$ cat src/rtl/sd_bus_pkg.sv
// Shared types and helpers for the SD bus channel model.
// Line vector layout: bit 0 CMD, bit 1+i DAT[i].
package sd_bus_pkg;

  typedef enum logic [1:0] {
    BW1 = 2'd0,
    BW4 = 2'd1,
    BW8 = 2'd2
  } bus_width_e;

  typedef struct packed {
    logic en;
    logic val;
  } line_drive_t;

  localparam int MaxLines = 9;

  function automatic logic [MaxLines-1:0] active_mask(
    bus_width_e bw,
    int         dat_width
  );
    int n;
    case (bw)
      BW8:     n = 8;
      BW4:     n = 4;
      default: n = 1;
    endcase
    if (n > dat_width) n = dat_width;
    active_mask    = '0;
    active_mask[0] = 1'b1;
    for (int i = 0; i < MaxLines - 1; i++)
      active_mask[i+1] = (i < n);
  endfunction

endpackage

$ cat src/rtl/sd_bus_delay.sv
// Circular delay line with a runtime tap.
// Tap must lie in 1..MaxDelay; tap == MaxDelay reads the oldest entry.
module sd_bus_delay #(
  parameter int               Width    = 1,
  parameter int               MaxDelay = 8,
  parameter logic [Width-1:0] RstVal   = '0,
  parameter int               DlyWidth = $clog2(MaxDelay + 1)
) (
  input  logic                clk_i,
  input  logic                rst_i,
  input  logic [DlyWidth-1:0] tap_i,
  input  logic [Width-1:0]    d_i,
  output logic [Width-1:0]    q_o
);

  localparam int PtrW = (MaxDelay > 1) ? $clog2(MaxDelay) : 1;
  localparam int IdxW = ((PtrW > DlyWidth) ? PtrW : DlyWidth) + 1;

  logic [Width-1:0] mem [MaxDelay];
  logic [PtrW-1:0]  wptr;
  logic [PtrW-1:0]  rptr;
  logic [IdxW-1:0]  wp_x;
  logic [IdxW-1:0]  tap_x;
  logic [IdxW-1:0]  idx;
  logic             unused_idx;

  always_comb begin
    wp_x  = IdxW'(wptr);
    tap_x = IdxW'(tap_i);
    if (wp_x >= tap_x) idx = wp_x - tap_x;
    else               idx = wp_x + IdxW'(MaxDelay) - tap_x;
    rptr = idx[PtrW-1:0];
  end

  assign unused_idx = ^idx[IdxW-1:PtrW];
  assign q_o        = mem[rptr];

  always_ff @(posedge clk_i or posedge rst_i) begin
    if (rst_i) begin
      wptr <= '0;
      for (int i = 0; i < MaxDelay; i++)
        mem[i] <= RstVal;
    end else begin
      mem[wptr] <= d_i;
      if (wptr == PtrW'(MaxDelay - 1)) wptr <= '0;
      else                             wptr <= wptr + 1'b1;
    end
  end

endmodule

$ cat src/rtl/sd_bus_channel.sv
// SD CMD/DAT bus model: delayed host drive, immediate card drive,
// pull-up resolution and sticky contention statistics.
module sd_bus_channel
  import sd_bus_pkg::*;
#(
  parameter int DatWidth = 4,
  parameter int MaxDelay = 8,
  parameter int CntWidth = 16,
  parameter int DlyWidth = $clog2(MaxDelay + 1)
) (
  input  logic                clk_i,
  input  logic                rst_i,
  input  logic [DlyWidth-1:0] host_dly_i,
  input  logic [1:0]          bus_width_i,
  input  logic                clear_i,
  input  logic                host_cmd_en_i,
  input  logic                host_cmd_i,
  output logic                host_cmd_o,
  input  logic [DatWidth-1:0] host_dat_en_i,
  input  logic [DatWidth-1:0] host_dat_i,
  output logic [DatWidth-1:0] host_dat_o,
  input  logic                card_cmd_en_i,
  input  logic                card_cmd_i,
  output logic                card_cmd_o,
  input  logic [DatWidth-1:0] card_dat_en_i,
  input  logic [DatWidth-1:0] card_dat_i,
  output logic [DatWidth-1:0] card_dat_o,
  output logic                contention_o,
  output logic [DatWidth:0]   contention_lines_o,
  output logic [CntWidth-1:0] contention_cnt_o
);

  localparam int N = 1 + DatWidth;

  logic [DlyWidth-1:0] dly;
  logic [N-1:0]        h_en;
  logic [N-1:0]        h_val;
  logic [N-1:0]        h_en_d;
  logic [N-1:0]        h_val_d;
  logic [N-1:0]        c_en;
  logic [N-1:0]        c_val;
  logic [N-1:0]        mask;
  logic [N-1:0]        bus;
  logic [N-1:0]        ret;
  logic [N-1:0]        contend;
  logic [MaxLines-1:0] mask_full;
  logic                unused_mask;

  always_comb begin
    if (host_dly_i == '0)
      dly = DlyWidth'(1);
    else if (host_dly_i > DlyWidth'(MaxDelay))
      dly = DlyWidth'(MaxDelay);
    else
      dly = host_dly_i;
  end

  assign h_en  = {host_dat_en_i, host_cmd_en_i};
  assign h_val = {host_dat_i, host_cmd_i};
  assign c_en  = {card_dat_en_i, card_cmd_en_i};
  assign c_val = {card_dat_i, card_cmd_i};

  assign mask_full   = active_mask(bus_width_e'(bus_width_i), DatWidth);
  assign mask        = mask_full[N-1:0];
  assign unused_mask = ^mask_full;

  sd_bus_delay #(
    .Width   (2 * N),
    .MaxDelay(MaxDelay),
    .RstVal  ('0),
    .DlyWidth(DlyWidth)
  ) u_host_dly (
    .clk_i,
    .rst_i,
    .tap_i(dly),
    .d_i  ({h_en, h_val}),
    .q_o  ({h_en_d, h_val_d})
  );

  // Wired-AND with pull-up: a released driver contributes a 1.
  always_comb begin
    line_drive_t h;
    line_drive_t c;
    h       = '0;
    c       = '0;
    bus     = '1;
    contend = '0;
    for (int i = 0; i < N; i++) begin
      h.en       = h_en_d[i] & mask[i];
      h.val      = h_val_d[i];
      c.en       = c_en[i] & mask[i];
      c.val      = c_val[i];
      bus[i]     = (~h.en | h.val) & (~c.en | c.val);
      contend[i] = h.en & c.en & (h.val ^ c.val);
    end
  end

  assign card_cmd_o = bus[0];
  assign card_dat_o = bus[N-1:1];

  sd_bus_delay #(
    .Width   (N),
    .MaxDelay(MaxDelay),
    .RstVal  ('1),
    .DlyWidth(DlyWidth)
  ) u_ret_dly (
    .clk_i,
    .rst_i,
    .tap_i(dly),
    .d_i  (bus),
    .q_o  (ret)
  );

  assign host_cmd_o = ret[0];
  assign host_dat_o = ret[N-1:1];

  always_ff @(posedge clk_i or posedge rst_i) begin
    if (rst_i) begin
      contention_o       <= 1'b0;
      contention_lines_o <= '0;
      contention_cnt_o   <= '0;
    end else if (clear_i) begin
      contention_o       <= 1'b0;
      contention_lines_o <= '0;
      contention_cnt_o   <= '0;
    end else if (|contend) begin
      contention_o       <= 1'b1;
      contention_lines_o <= contention_lines_o | contend;
      if (~&contention_cnt_o)
        contention_cnt_o <= contention_cnt_o + 1'b1;
    end
  end

endmodule

$ cat config.mk
export PLATFORM = sky130hd
export DESIGN_NAME = sd_bus_channel
export DESIGN_NICKNAME = d
export VERILOG_FILES = /design/src/rtl/sd_bus_pkg.sv /design/src/rtl/sd_bus_delay.sv /design/src/rtl/sd_bus_channel.sv
export SDC_FILE = /design/constraint.sdc
export NUM_CORES = 1
export LEC_CHECK = 0
export CAP_MARGIN = 30
export CORE_MARGIN = 10
export CORE_UTILIZATION = 58
export DETAILED_ROUTE_END_ITERATION = 16
export GPL_TIMING_DRIVEN = 0
export PLACE_DENSITY = 0.89
export SYNTH_ARGS = -nofsm -noshare
export SYNTH_HDL_FRONTEND = slang
export SYNTH_SLANG_ARGS = --single-unit
export TNS_END_PERCENT = 30
$ cat constraint.sdc
create_clock -name clk_i -period 6.15 [get_ports clk_i]
set_input_delay 1.23 -clock clk_i [delete_from_list [all_inputs] [get_ports clk_i]]
set_output_delay 1.23 -clock clk_i [all_outputs]
set_load 0.02 [all_outputs]
=== Yosys cells after proc, flatten, opt, wreduce, memory -nomap -nowiden ===
Index checks and enable logic that the tools add are counted.

* Register bits after elaboration: 148
* Bits of input ports: 29
* Output and inout bits: 32
* Logic and storage cells: 136

* Add/subtract/negate cells: 9
* Order comparisons: 14
* Equal/unequal tests: 5
* Multiplexer cells: 27
* Bitwise operators: 53
* Reduce and logical (&&, ||, !) cells: 7

{| class="wikitable"
|+ Operator list
! operator !! count
|-
| $bwmux 80 || 1
|-
| $lt 3x32->1 const A || 2
|-
| $mux 16 || 3
|-
| $bwmux 40 || 1
|-
| $gt 32x4->1 const B || 1
|-
| $lt 1x32->1 const A || 1
|-
| $lt 2x32->1 const A || 1
|-
| $mux 32 || 1
|-
| $bmux 10 s3 || 1
|-
| $demux 10 s3 || 1
|-
| $mux 10 || 3
|-
| $mux 5 || 5
|-
| $and 1x1->1 || 23
|-
| $add 16x1->16 const B || 1
|-
| $ge 4x4->1 const B || 4
|-
| $not 3->4 || 4
|-
| $reduce_and 16->1 || 1
|-
| $bmux 5 s3 || 1
|-
| $demux 5 s3 || 1
|-
| $add 3x1->3 const B || 4
|-
| $mux 3 || 4
|-
| $sub 3x3->3 || 4
|-
| $not 1->1 || 10
|-
| $or 1x1->1 || 10
|-
| 17 further kinds || 27
|}

=== Logic depth before layout (Yosys ltp) ===
Gate-level depths: netlist of run 1.

* Depth in word-level cells: 15
* Depth in mapped cells: 16

=== Modules after synthesis ===
From an unflattened synthesis of run 1, not the netlist that was laid out.

* Cells, all modules: 507
* Area, all modules: 7292.0 um^2

{| class="wikitable"
|+ By module, submodules not included
! module !! times used !! cells each !! area each (um^2) !! sequential area each (um^2)
|-
| sd_bus_delay at u_host_dly || 1 || 226 || 3875.0 || 2077.0
|-
| sd_bus_delay at u_ret_dly || 1 || 120 || 2064.5 || 1126.1
|-
| sd_bus_channel || 1 || 161 || 1352.5 || 550.5
|}

=== Least setup slack after synthesis of run 1 ===
Ideal clock, no wire load.

* Path type: input-to-output
* From: input host_dly_i[1]
* To: output card_dat_o[2]
* Arrival: 3.728 ns
* Required time: 4.920 ns
* Setup slack: 1.192 ns
* Stages: 13
* Path buffers: 2
* Cell sequence: nor2_1 -> nor2_1 -> nor2_1 -> ha_1 -> inv_1 -> fa_1 -> clkbuf_1 -> mux4_2 -> mux2_2 -> o22ai_1 -> nor2b_1 -> clkbuf_1 -> inv_1

* Word-level cells in the longest chain between the ends: 13
* Elaborated cells on any way between the ends: 16
* Classes of those cells: 2 x add/sub; 2 x order compare; 6 x mux; 5 x bitwise; 1 x reduce/logical

{| class="wikitable"
|+ RTL lines
! element !! line !! source
|-
| from (decl) || sd_bus_channel.sv:13 || <nowiki>input logic [DlyWidth-1:0] host_dly_i,</nowiki>
|-
| $gt 4x4->1 || sd_bus_channel.sv:52 || <nowiki>else if (host_dly_i > DlyWidth'(MaxDelay))</nowiki>
|-
| $mux 4 || sd_bus_channel.sv:52 ||
|-
| $mux 4 * || sd_bus_channel.sv:50 || <nowiki>if (host_dly_i == '0)</nowiki>
|-
| $ge 3x4->1 (tied with other cells) || sd_bus_delay.sv:30 || <nowiki>if (wp_x >= tap_x) idx = wp_x - tap_x;</nowiki>
|-
| $mux 3 * || sd_bus_delay.sv:30 ||
|-
| $not 3->4 (implied by the code) * || sd_bus_delay.sv:36 || <nowiki>assign q_o = mem[rptr];</nowiki>
|-
| $bmux 10 s3 * || sd_bus_delay.sv:36 ||
|-
| $mux 10 (implied by the code) * (2 in series) || sd_bus_delay.sv:36 ||
|-
| $and 1x1->1 || sd_bus_channel.sv:89 || <nowiki>h.en = h_en_d[i] & mask[i];</nowiki>
|-
| $not 1->1 || sd_bus_channel.sv:93 || <nowiki>bus[i] = (~h.en | h.val) & (~c.en | c.val);</nowiki>
|-
| $or 1x1->1 * || sd_bus_channel.sv:93 ||
|-
| $and 1x1->1 * || sd_bus_channel.sv:93 ||
|-
| to (decl) || sd_bus_channel.sv:27 || <nowiki>output logic [DatWidth-1:0] card_dat_o,</nowiki>
|}

Mark *: on every way between the ends. The rest lies on a longest branch, timed or not. The select of a mux whose other input is x is not followed.

=== Final worst setup path of run 1 ===
* From: input host_dly_i[1]
* To: output card_dat_o[1]

Same word-level chain as after synthesis.

==> run metrics, run 1 <==
status completed; Final Non-Filler Cells 804; placed insts 767; Leakage 3.597 nW; Final setup viols 0; Max Fclk 166.3 MHz; Min Clock Period, post-route 6.014 ns; fin crit share 97.79%; Post-Synth Adder-Cell Area 1.972%; Max-Slew Margin vs Limit 43.33%; crit path max fanout 9; Syn Inst Count 556; Top FF cell, synth dfrtp_1; crit end category output pin; total gr overflow 0; layout cells sized above 1 34.70%; pre-CTS WS -0.5803 ns; H-tree levels 4; HP Class flip-flop to flip-flop; EDFF count, synth 0; cell row count 40; Die X 130.7 um; Root Driver clkbuf_16; hpwl dp 11.62 mm; final instance area 8633 um2; clock-pin slew of the registers on the worst-case setup and hold paths 0.06 ns; Total GRT Usage 20.99%; CP arrival 4.78 ns; Max VDD drop 0.2262 mV; Vias 4960; largest family of logic cells by synthesized area multiplexers; pin count of the biggest net entering global routing 76; Inserted Clock Buffers 17; Setup Skew 0.007336 ns; type of the worst setup path input port to output pin; power share of the combinational group 14.5%; drt total wl 17.21 mm; routed len/inst 21.40 um; Initial Util 59.16%; first-pass GRT wire length 27.65 mm; Synth cell types 40; max_cap viols 0; Worst Setup Start Kind input port; Area growth, synth to finish 21.50%; DRC 0; Vias/cell 6.169; CTS tree done; Net Sw Frac 26.10%; antenna diode count 0; Pre-Repair DR Iteration Count 5; Iter 0 DRT Violations 504; mean post-synth cell area 12.78 um2; Worst-Skew Late Latency 0.43 ns; pwr dens 291.6 nW/um2; syn_nets 595; min setup slack post-route 0.1361 ns; final slew viol count 0; Nets 683; die area 17080 um2; Routed Antenna Nets 0; Synth Area in Compound Gates 4.913%; GPL Wtd Cong 0.8020; CP required 4.92 ns; Yosys reg bits 148; CTS Buffer Depth 2; core area 12010 um2; Async SR Flop Fraction 100.0%; clk sinks 148; Tot Pwr 0.002518 W; Ys Warns 0; Sequential Power Share 44.4%; XOR/XNOR Fraction of Synth Area 1.233%; I/O Pins 61; Seq/Total Area, Yosys 52.83%; Placed Area 7959 um2; Hold Violations, Final 0; vias in the first global route 5317; Cell Area, Synth 7106 um2; Internal 0.001861 W; initial antenna violation count 0; Slew @ Worst Pin 0.8500 ns; Fin Setup TNS 0 ns; clock share of power 41.1%; Switch Pwr 0.0006571 W; die height 130.7 um; simple-gate share of the synthesized area 10.11%; mux contribution to synthesized area 25.87%; PortBufs 60
## logic make-up after synthesis
| logic type | Yosys count |
|---|---|
| mux | 134 |
| compound gates | 66 |
| simple gates | 137 |
| xor+xnor | 7 |
| flops | 148 |
| buf+inv | 54 |
| fa+ha+maj | 10 |
## per-stage QoR
stage | util (%) | hold slack (ns)
floorplan | - | 0.4584
global placement | 65.69 | 0.4650
detailed placement | 66.26 | 0.4735
finish | 71.88 | 0.4790
CTS | 71.38 | 0.4824
global route | 71.88 | 0.5050
## critical path, cell delays in order
cell	delay (ns)
clkdlybuf4s50_1	0.42
nor2_1	0.10
nor2_1	0.04
nor2_1	0.17
ha_1	0.19
inv_1	0.05
fa_1	0.40
xnor2_2	0.19
xnor2_4	0.32
buf_4	0.21
mux2_2	0.36
o22ai_1	0.14
nor2b_1	0.16
clkbuf_4	0.21
inv_1	0.06
clkdlybuf4s50_1	0.54
## power groups by stage
stage	Sequential [W]	Combinational, W	Clock, W
after CTS	0.00112	0.000359	0.00104
after floorplan	0.00112	0.000217	0
after global placement	0.00112	0.000328	0
after global routing	0.00112	0.000396	0.00108
final	0.00112	0.000366	0.00103
after detailed placement	0.00113	0.000352	0
## final timing paths
path | from | end | slack [ns] | cells after the start
setup / recovery | host_dly_i[1] | card_dat_o[1] | 0.14 | 16
hold / removal | u_ret_dly.mem[11]$_DFFE_PP1P_ | u_ret_dly.mem[11]$_DFFE_PP1P_ | 0.48 | 2
setup reg to reg | u_host_dly.wptr[0]$_DFF_PP0_ | contention_cnt_o[6]$_DFFE_PP0P_ | 2.07 | 15
hold reg to reg | u_ret_dly.mem[11]$_DFFE_PP1P_ | u_ret_dly.mem[11]$_DFFE_PP1P_ | 0.48 | 2
max in group asynchronous | rst_i | u_host_dly.mem[47]$_DFFE_PP0P_ | 4.06 | 3
min in group asynchronous | rst_i | u_ret_dly.wptr[0]$_DFF_PP0_ | 1.33 | 2
## synth_stat cells (all sizes together) (4+ instances only)
library cell | n | area, um2
mux4 | 30 | 675.7
o22ai | 5 | 31.28
o31ai | 4 | 30.03
mux2 | 97 | 1092
xnor2 | 5 | 70.08
dfrtp | 108 | 2703
nand3b | 7 | 52.55
clkbuf | 17 | 63.81
or3 | 4 | 25.02
nor2b | 11 | 68.82
o21ai | 43 | 215.2
nor2 | 24 | 90.09
ha | 8 | 100.1
mux2i | 7 | 70.07
nand2 | 50 | 187.7
a21oi | 13 | 65.06
nor3 | 8 | 40.04
nor4 | 6 | 68.82
nand3 | 8 | 40.04
or4 | 5 | 37.54
dfstp | 40 | 1051
buf | 11 | 57.56
inv | 26 | 97.59
## placed cells by master (no fill, tap or decap), types with 13 or more instances in the layout
cell	synthesis	layout
mux2_2	91	91
dfstp_2	40	40
nand2_1	50	50
clkdlybuf4s50_1	0	59
mux4_2	30	30
dfrtp_1	108	108
nor2_1	24	24
o21ai_0	43	43
inv_1	26	25
a21oi_1	13	13
clkbuf_16	0	17
## layout make-up
cell class / count / area [um2]
clock inverter: 14 / 153.9
multi-input combinational: 354 / 3171
fill: 789 / 3378
buffer: 28 / 135.1
tap: 147 / 183.9
inverter: 26 / 102.6
timing repair buffer: 69 / 694.4
clock buffer: 18 / 439.2
sequential: 148 / 3754
## state kept, by name, summed over array words and instances, names as in the netlist
name,flops
contention_cnt_o,16
contention_lines_o,5
contention_o,1
u_host_dly.mem,80
u_host_dly.wptr,3
u_ret_dly.mem,40
u_ret_dly.wptr,3
## per-layer routing
layer / GRT usage (%) / share of wire [%] / vias up
met3: 5.077 / 6.2 / 42
met4: 7.848 / 2.3 / 0
met2: 36.84 / 53 / 201
li1: - / - / 2176
met1: 24.39 / 39 / 2541
met5: 0 / 0 / -
## timing repair
action	in CTS	in global routing
resized for setup	7	11
buffers inserted	0	5
cloned	0	0
hold endpoints to repair	0	0
hold buffers	0	0
setup endpoints to repair	5	5
pin swaps	0	1
No activity file was read; power rests on OpenSTA's default activity.
==> run 2: changes to the inputs <==
--- a/config.mk
+++ b/config.mk
@@ -7,10 +7,10 @@
 export LEC_CHECK = 0
 export CAP_MARGIN = 30
 export CORE_MARGIN = 10
-export CORE_UTILIZATION = 58
+export CORE_UTILIZATION = 62
 export DETAILED_ROUTE_END_ITERATION = 16
 export GPL_TIMING_DRIVEN = 0
-export PLACE_DENSITY = 0.89
+export PLACE_DENSITY = 0.94
 export SYNTH_ARGS = -nofsm -noshare
 export SYNTH_HDL_FRONTEND = slang
 export SYNTH_SLANG_ARGS = --single-unit
==> constraint.sdc (replaced) <==
create_clock -name clk_i -period 7.7 [get_ports clk_i]
set_input_delay 1.54 -clock clk_i [delete_from_list [all_inputs] [get_ports clk_i]]
set_output_delay 1.54 -clock clk_i [all_outputs]
set_load 0.02 [all_outputs]
==> run 2 against run 1 <==
Total power is 22% lower; die area is 5.5% lower; count of clock-buffer cells in the layout is 8 higher; register-to-register slack better by 1.2 ns; clock skew hardly changed; hold slack worse by 0.0034 ns; first-iteration DRC count is 8.9% higher; global-route usage is 0.33 points higher; clock power is 23% lower; final cell count is 1.2% lower.
==> run metrics, run 2 (synthesis results as in run 1) <==
Initial Util 62.77% (was 59.16%); Largest register FFs 80 (unchanged); Setup Skew 0.007646 ns (was 0.007336 ns); cell row count 39 (was 40); Placed Area 7954 um2 (was 7959 um2); HP Class flip-flop to flip-flop (unchanged); die height 127.1 um (was 130.7 um); R2R Path End contention_cnt_o[5]$_DFFE_PP0P_ (was contention_cnt_o[6]$_DFFE_PP0P_); initial antenna violation count 0 (unchanged); crit path launch host_dly_i[1] (unchanged); final instance area 8508 um2 (was 8633 um2); Nets 678 (was 683); # resized after CTS 0 (was 7); Switch Pwr 0.0004846 W (was 0.0006571 W); pwr dens 231.1 nW/um2 (was 291.6 nW/um2); most common cell after layout, fill and taps aside dfrtp_1 (unchanged); CTS Buffer Depth 2 (unchanged); layout cells sized above 1 31.64% (was 34.70%); vias in the first global route 5260 (was 5317); Slew @ Worst Pin 0.8685 ns (was 0.8500 ns); clock-pin slew of the registers on the worst-case setup and hold paths 0.05 ns (was 0.06 ns); Reg area 3754 um2 (unchanged); type of the worst setup path input port to output pin (unchanged); CP arrival 5.76 ns (was 4.78 ns); Worst Setup EP card_dat_o[1] (unchanged); crit path max fanout 10 (was 9); status completed (unchanged); hpwl dp 11.44 mm (was 11.62 mm); Tot Pwr 0.001966 W (was 0.002518 W); Worst-Skew Late Latency 0.43 ns (about the same); Sequential Power Share 45.3% (was 44.4%); crit end category output pin (unchanged); Fillers 667 (was 789); Max Fclk 137.0 MHz; Worst Setup Start Kind input port (unchanged); CTS tree done (unchanged); Routed Antenna Nets 0 (unchanged); Post-CTS Setup Bufs 0 (unchanged); H-tree levels 4 (unchanged); Iter 0 DRT Violations 549 (was 504); Pre-Repair DR Iteration Count 5 (unchanged); Die X 127.1 um (was 130.7 um); reg2reg path depth 15 (unchanged); PortBufs 60 (unchanged); leading cell types in the layout, fill and taps excluded dfrtp_1 (108), mux2_2 (91), clkdlybuf4s50_1 (60), nand2_1 (50), o21ai_0 (43) (was dfrtp_1 (108), mux2_2 (91), clkdlybuf4s50_1 (59), nand2_1 (50), o21ai_0 (43)); Vias/cell 6.228 (was 6.169); die area 16140 um2 (was 17080 um2); drt total wl 16.87 mm (was 17.21 mm); Final setup viols 0 (unchanged); clk sinks 148 (unchanged); core area 11320 um2 (was 12010 um2); Max VDD drop 0.2730 mV (was 0.2262 mV); Root Driver clkbuf_16 (unchanged); CP required 6.16 ns (was 4.92 ns); footprint of the multi-input gates 3143 um2 (was 3171 um2); Total GRT Usage 21.32% (was 20.99%); final slew viol count 0 (unchanged); biggest regs u_host_dly.mem: 80 flops, u_ret_dly.mem: 40 flops, contention_cnt_o: 16 flops (unchanged); Min Clock Period, post-route 7.300 ns; Leakage 3.534 nW (was 3.597 nW); Internal 0.001482 W (was 0.001861 W); power share of the combinational group 14.4% (was 14.5%); Max-Slew Margin vs Limit 42.10% (was 43.33%); Vias 4945 (was 4960); DRC 0 (unchanged); I/O Pins 61 (unchanged); Reg with most FFs u_host_dly.mem (unchanged); max_cap viols 0 (unchanged); r2r setup slk 3.25 ns (was 2.07 ns); routed len/inst 21.24 um (was 21.40 um); pin count of the biggest net entering global routing 99 (was 76); clock share of power 40.3% (was 41.1%); Hold Violations, Final 0 (unchanged); Area growth, synth to finish 19.74% (was 21.50%); total gr overflow 0 (unchanged); Net Sw Frac 24.65% (was 26.10%); GPL Wtd Cong 0.8736 (was 0.8020); cts hold-fix bufs 0 (unchanged); Inserted Clock Buffers 17 (unchanged); fin crit share 94.80%; antenna diode count 0 (unchanged); Fin Setup TNS 0 ns (unchanged); RSZ-0062 raised after global routing false; R2R Path Start u_host_dly.wptr[0]$_DFF_PP0_ (unchanged); first-pass GRT wire length 27.26 mm (was 27.65 mm)
-- run 2: worst min path at each step --
stage / end / cells past startpoint / from / slack, ns
6_report: u_ret_dly.mem[22]$_DFFE_PP1P_ / 2 / u_ret_dly.mem[22]$_DFFE_PP1P_ / 0.48
5_1_grt: u_ret_dly.mem[19]$_DFFE_PP1P_ / 2 / u_ret_dly.mem[19]$_DFFE_PP1P_ / 0.50
4_1_cts: u_ret_dly.mem[22]$_DFFE_PP1P_ / 2 / u_ret_dly.mem[22]$_DFFE_PP1P_ / 0.48
3_5_place_dp: u_ret_dly.mem[22]$_DFFE_PP1P_ / 2 / u_ret_dly.mem[22]$_DFFE_PP1P_ / 0.47
3_3_place_gp: u_ret_dly.mem[27]$_DFFE_PP1P_ / 2 / u_ret_dly.mem[27]$_DFFE_PP1P_ / 0.46
2_1_floorplan: u_ret_dly.mem[0]$_DFFE_PP1P_ / 2 / u_ret_dly.mem[0]$_DFFE_PP1P_ / 0.46
-- run 2: through the flow --
stage / hold slack, ns / utilization (%) / instances / setup WS (ns)
floorplan: 0.4584 / - / 556 / 2.122
global placement: 0.4635 / 69.65 / 759 / 0.6049
detailed placement: 0.4727 / 70.26 / 763 / 0.4660
CTS: 0.4806 / 75.15 / 794 / 0.4084
global route: 0.4996 / 75.15 / 794 / 0.2150
finish: 0.4755 / 75.15 / 794 / 0.4002
-- run 2: critical path: stages --
cell             delay (ns)
clkdlybuf4s50_1        0.42
nor2_1                 0.11
nor2_1                 0.04
nor2_1                 0.18
ha_1                   0.19
inv_1                  0.06
fa_1                   0.54
clkbuf_1               0.59
mux4_2                 0.43
mux2_2                 0.32
o22ai_1                0.15
nor2b_1                0.16
clkbuf_1               0.38
inv_1                  0.08
clkdlybuf4s50_1        0.55
-- run 2: power groups by stage --
stage | registers [W] | clock network (W) | logic [W]
final | 0.000891 | 0.000792 | 0.000283
after global routing | 0.000897 | 0.000828 | 0.000305
after CTS | 0.000890 | 0.000794 | 0.000284
after detailed placement | 0.000902 | 0 | 0.000280
after global placement | 0.000895 | 0 | 0.000261
after floorplan | 0.000898 | 0 | 0.000173
-- run 2: cell type report --
| class | count | share of cell area [%] |
|---|---|---|
| Inverter | 26 | 1.206 |
| Timing Repair Buffer | 64 | 7.691 |
| Tap cell | 143 | 2.103 |
| Clock buffer | 26 | 5.632 |
| Sequential cell | 148 | 44.12 |
| Buffer | 28 | 1.426 |
| Clock inverter | 5 | 0.8824 |
| Multi-Input combinational cell | 354 | 36.94 |
-- run 2: layer usage --
metal	wire (um)	part of all wire, %	track usage [%]
met5	0	0	0
met4	323	1.9	7.837
met3	907	5.4	5.583
met2	8979	53	37.79
met1	6655	39	24.23
